File: config.mk
export PLATFORM = sky130hd
export DESIGN_NAME = fetch_pc_gen
export DESIGN_NICKNAME = d
export VERILOG_FILES = /design/src/rtl/fetch_pc_gen.sv
export SDC_FILE = /design/constraint.sdc
export NUM_CORES = 1
export LEC_CHECK = 0
export CORE_MARGIN = 2
export CORE_UTILIZATION = 36
export CTS_CLUSTER_SIZE = 28
export DETAILED_ROUTE_END_ITERATION = 8
export PLACE_DENSITY = 0.74
export SKIP_CTS_REPAIR_TIMING = 1
export SYNTH_ARGS = -nofsm -noshare
export SYNTH_HDL_FRONTEND = slang
export SYNTH_SLANG_ARGS = --single-unit
File: constraint.sdc
create_clock -name clk -period 1.6 [get_ports clk]
set_clock_uncertainty 0.15 [all_clocks]
set_input_delay 0.32 -clock clk [delete_from_list [all_inputs] [get_ports clk]]
set_output_delay 0.32 -clock clk [all_outputs]
set_load 0.01 [all_outputs]
File: src/rtl/fetch_pc_gen.sv
// ---------------------------------------------------------------------------
// fetch_pc_gen
//
// Fetch-stage next-PC generator sitting directly upstream of the BTB. It owns
// the PC register that addresses both the BTB and instruction memory, and each
// cycle picks the next PC from: reset vector, EX redirect, predicted target,
// or sequential PC+4.
//
// Optional feature macro: FETCH_BHT_EN
//   defined   : a 2-bit saturating-counter direction table (BHT) gates BTB hits
//   undefined : no BHT storage, every BTB hit is predicted taken and the
//               upd_* training inputs are ignored
//
// Parameters
//   RESET_PC   : PC loaded by reset (bits [1:0] must be zero)
//   BHT_IDX_W  : BHT index width, index = PC[BHT_IDX_W+1:2]
//
// Ports
//   clk            : clock, all state updates on posedge
//   reset          : synchronous active-high reset
//   stall          : downstream backpressure, hold PC
//   redirect_valid : EX resolved a mispredict, load redirect_pc
//   redirect_pc    : corrected fetch address
//   btb_hit        : BTB hit for the current PC
//   btb_target     : BTB predicted target for the current PC
//   upd_valid      : BHT training strobe for a resolved conditional branch
//   upd_pc         : PC of the resolved branch
//   upd_taken      : actual direction of the resolved branch
//   PC             : current fetch PC
//   fetch_valid    : current PC is a real fetch, not a reset bubble
//   pred_taken     : current PC is predicted taken (combinational)
//   pred_target    : word-aligned predicted target for the current PC
//   redirect_count : saturating count of accepted redirects
// ---------------------------------------------------------------------------
module fetch_pc_gen #(
   parameter logic [31:0] RESET_PC  = 32'h0000_0000,
   parameter int          BHT_IDX_W = 8
) (
   input  logic        clk,
   input  logic        reset,
   input  logic        stall,
   input  logic        redirect_valid,
   input  logic [31:0] redirect_pc,
   input  logic        btb_hit,
   input  logic [31:0] btb_target,
   input  logic        upd_valid,
   input  logic [31:0] upd_pc,
   input  logic        upd_taken,
   output logic [31:0] PC,
   output logic        fetch_valid,
   output logic        pred_taken,
   output logic [31:0] pred_target,
   output logic [15:0] redirect_count
);

   logic        dir;
   logic [31:0] next_pc;

`ifdef FETCH_BHT_EN
   logic [1:0]           bht [2**BHT_IDX_W];
   logic [BHT_IDX_W-1:0] rd_idx;
   logic [BHT_IDX_W-1:0] wr_idx;
   logic                 unused_bits;

   assign rd_idx = PC[BHT_IDX_W+1:2];
   assign wr_idx = upd_pc[BHT_IDX_W+1:2];

   // Lookup reads the registered counter, so a same-cycle update to the same
   // entry only becomes visible on the following cycle.
   assign dir = bht[rd_idx][1];

   // Counter training; saturates at both ends. Reset returns every entry to
   // weakly not-taken and discards any update presented in the same cycle.
   always_ff @(posedge clk) begin
      if (reset) begin
         for (int i = 0; i < 2**BHT_IDX_W; i++) begin
            bht[i] <= 2'b01;
         end
      end else if (upd_valid) begin
         if (upd_taken) begin
            if (bht[wr_idx] != 2'b11) begin
               bht[wr_idx] <= bht[wr_idx] + 2'b01;
            end
         end else begin
            if (bht[wr_idx] != 2'b00) begin
               bht[wr_idx] <= bht[wr_idx] - 2'b01;
            end
         end
      end
   end

   assign unused_bits = ^{upd_pc[31:BHT_IDX_W+2], upd_pc[1:0],
                          btb_target[1:0], redirect_pc[1:0]};
`else
   logic unused_bits;

   // Without a direction table every BTB hit is taken.
   assign dir = 1'b1;

   assign unused_bits = ^{upd_valid, upd_pc, upd_taken,
                          btb_target[1:0], redirect_pc[1:0]};
`endif

   assign pred_taken  = btb_hit & dir;
   assign pred_target = {btb_target[31:2], 2'b00};

   // Next-PC selection. The first cycle after reset (fetch_valid still 0) is
   // a bubble that holds RESET_PC, so RESET_PC is the first real fetch. A
   // redirect outranks both the bubble hold and a stall.
   always_comb begin
      next_pc = PC + 32'd4;
      if (redirect_valid) begin
         next_pc = {redirect_pc[31:2], 2'b00};
      end else if (stall || !fetch_valid) begin
         next_pc = PC;
      end else if (pred_taken) begin
         next_pc = pred_target;
      end
   end

   // PC register, reset-bubble flag and saturating redirect counter.
   always_ff @(posedge clk) begin
      if (reset) begin
         PC             <= RESET_PC;
         fetch_valid    <= 1'b0;
         redirect_count <= 16'h0000;
      end else begin
         PC          <= next_pc;
         fetch_valid <= 1'b1;
         if (redirect_valid && (redirect_count != 16'hFFFF)) begin
            redirect_count <= redirect_count + 16'h0001;
         end
      end
   end

endmodule

==> metrics.md <==
| Metric | Value |
|---|---|
| Grt ovf | `0` |
| Leak | `3.62 nW` |
| Yosys top cell area share | `29.0%` |
| Final Cycle Share | `109%` |
| Outcome | `complete, but fails checks` |
| Global-route wire length before repair | `18700 µm` |
| Critical Path Source Type | `flop` |
| CTS Buffer Depth | `2` |
| Worst Hold Class | `in2reg` |
| Worst-path fanout max | `3` |
| Number of fill cells | `668` |
| Final ANT Viol Nets | `0` |
| Asr flop ratio synth | `0%` |
| Nets | `770` |
| DRT Pass-1 Iters | `5` |
| CP Capture Type | `flop` |
| Most frequent cells in the layout | `113 x buf_4, 82 x dlymetal6s2s_1, 60 x clkdlybuf4s50_1` |
| Vias/cell | `5.47` |
| Final worst slack | `-0.148 ns` |
| ANT cells | `0` |
| Synthesis warning total | `0` |
| Clk pin slew, worst setup/hold paths | `0.10 ns` |
| Failing checks | `setup timing` |
| Die Y | `101 µm` |
| Footprint of the multi-input gates | `0.00245 mm²` |
| Final setup fails | `30` |
| TNS Setup | `-1.80 ns` |
| Routed WL per cell | `17.4 µm` |
| TritonCTS Buffers | `5` |
| XOR/XNOR share of the synthesized area | `7.50%` |
| Unique cell type count in the Yosys netlist | `63` |
| Largest family of logic cells by synthesized area | `simple AND/OR/NAND/NOR gates` |
| Ys flop type | `dfxtp_1` |
| RSZ-0062 raised after global routing | `true` |
| Input/output buffers | `144` |
| Io pins | `185` |
| Pins Over Slew Limit | `0` |
| Multiplexer area fraction after synthesis | `2.36%` |
| Die area | `0.0102 mm²` |
| Standard-cell rows | `35` |
| Vias | `4249` |
| Max-cap viol count | `0` |
| Synth Area in Adders | `0.739%` |
| Core Region | `0.00920 mm²` |
| Crit Path Category | `reg2reg` |
| HPWL Detailed | `9190 µm` |
| Synth Area in Compound Gates | `19.4%` |
| Starting density of the core | `36.8%` |
| Highest Clock Rate | `572 MHz` |
| Clock sinks | `49` |
| Final Hold Vio Count | `0` |
| Clock latency on the worst-skew pair | `0.31 ns` |
| Gr usage total | `22.3%` |
| Tmin final | `1.75 ns` |
| Initial antenna violation count | `0` |
| DRC | `0` |
| Sequential Area | `0.00107 mm²` |
| Number of enable flip-flop cells after synthesis | `0` |
| Final Wtd Congestion | `0.864` |
| Commonest non-fill, non-tap cell in the layout | `buf_4` |
| Dpl ws | `-0.502 ns` |
| Synth area leaders | `dfxtp_1 29%, buf_4 7.3%, nand2_1 6.0%` |
| Worst Path Arrival | `1.79 ns` |
| WP data required | `1.64 ns` |
| CTS tree | `yes` |
| Mapped Area | `0.00339 mm²` |
| Die width | `101 µm` |
| Largest vdd supply drop | `0.325 mV` |
| Largest net degree at the start of global routing | `23` |
| R2r setup slk | `-0.15 ns` |
| Synth area leader | `dfxtp_1` |
| Power per cell area | `467 mW/mm²` |
| Layout cells sized above 1 | `38.4%` |
| CTS Root Cell | `clkbuf_8` |
| Synthesized instance count | `433` |
| Detailed Route Iter0 Violations | `212` |
| Syn_area_per_cell | `7.83 µm²` |
| Drt total wl | `13500 µm` |
| Simple-gate share of the synthesized area | `30.0%` |
| Area growth syn-to-layout | `93.9%` |
| Register area share after synthesis | `29.0%` |
| H-tree level count | `2` |
| Vias in the first global route | `4042` |
| Seq cells post-synth | `49` |
==> routing by layer <==
metal  vias to the layer above  routed length, µm  part of all wire, %  global-route usage (%)
met4                         0                327                  2.4                    5.09
met3                        32                849                  6.3                    3.61
met2                       182               6910                   51                    40.5
met5                         -                  0                    0                       0
li1                       1994                  -                    -                       -
met1                      2041               5400                   40                    27.5
==> layout make-up <==
cell class                 count  area share, %
clock buffer                   5           1.05
clock inverter                 3          0.190
inverter                       7          0.400
multi-input combinational    321           37.3
sequential                    49           16.4
tap                          111           2.11
timing repair buffer         281           42.6
==> power by group <==
part / internal [W] / leakage, nW / switching (W)
Clock: 0.000297 / 0.0430 / 0.000447
Sequential: 0.00127 / 0.423 / 0.0000712
Combinational: 0.000563 / 3.16 / 0.000420
==> Yosys cell counts, drive strengths merged (3+ instances only) <==
| cell | instances |
|---|---|
| buf | 42 |
| a211oi | 9 |
| a221oi | 3 |
| a21oi | 33 |
| xnor2 | 9 |
| o22ai | 3 |
| nand3b | 4 |
| nor4 | 3 |
| and4 | 4 |
| clkbuf | 15 |
| nand2 | 55 |
| nor3 | 11 |
| nand2b | 4 |
| mux2i | 8 |
| nor2b | 4 |
| xor2 | 20 |
| nand4 | 14 |
| o221ai | 11 |
| nand3 | 20 |
| dfxtp | 49 |
| o21ai | 9 |
| and3 | 16 |
| inv | 6 |
| nor2 | 46 |
==> sequential cells by signal, summed over array words and instances (netlist names) <==
register and count:
PC 32, redirect_count 16, fetch_valid 1
==> metrics by stage <==
| step | instance area (µm²) | hold WS (ns) | utilization (%) | instances | power, W |
|---|---|---|---|---|---|
| 2_1_floorplan | 3540 | 0.286 | - | 434 | 0.00174 |
| 3_3_place_gp | 5660 | 0.319 | 61.6 | 745 | 0.00227 |
| 3_5_place_dp | 5660 | 0.322 | 61.6 | 745 | 0.00230 |
| 4_1_cts | 5750 | 0.110 | 62.5 | 753 | 0.00302 |
| 5_1_grt | 6570 | 0.144 | 71.4 | 777 | 0.00319 |
| 6_report | 6570 | 0.151 | 71.4 | 777 | 0.00306 |
==> critical path, stage by stage, from the launching register on <==
cell and delay (ns):
dfxtp_4 0.37, nand4_4 0.12, buf_6 0.15, nor3_4 0.26
and3_4 0.27, buf_6 0.10, and3_4 0.17, nor3_2 0.04
==> path summary, 6_finish.rpt <==
check                                  from                         endpoint  depth (start not counted)
max reg2reg  redirect_count[3]$_SDFFE_PP0P_  redirect_count[12]$_SDFFE_PP0P_                          7
min reg2reg              PC[0]$_SDFFE_PP0P_               PC[0]$_SDFFE_PP0P_                          1
max          redirect_count[3]$_SDFFE_PP0P_  redirect_count[12]$_SDFFE_PP0P_                          7
min                                   reset              PC[12]$_SDFFE_PP0P_                          2
==> kinds of logic (layout without fill, tap and decap cells) <==
kind of cell | count (synthesis) | after routing
compound gates | 91 | 91
xor+xnor | 29 | 29
fa+ha+maj | 2 | 2
buf+inv | 64 | 296
flops | 49 | 49
mux | 8 | 8
other cells | 1 | 2
simple gates | 189 | 189
Power figures use the tool's default switching activity.
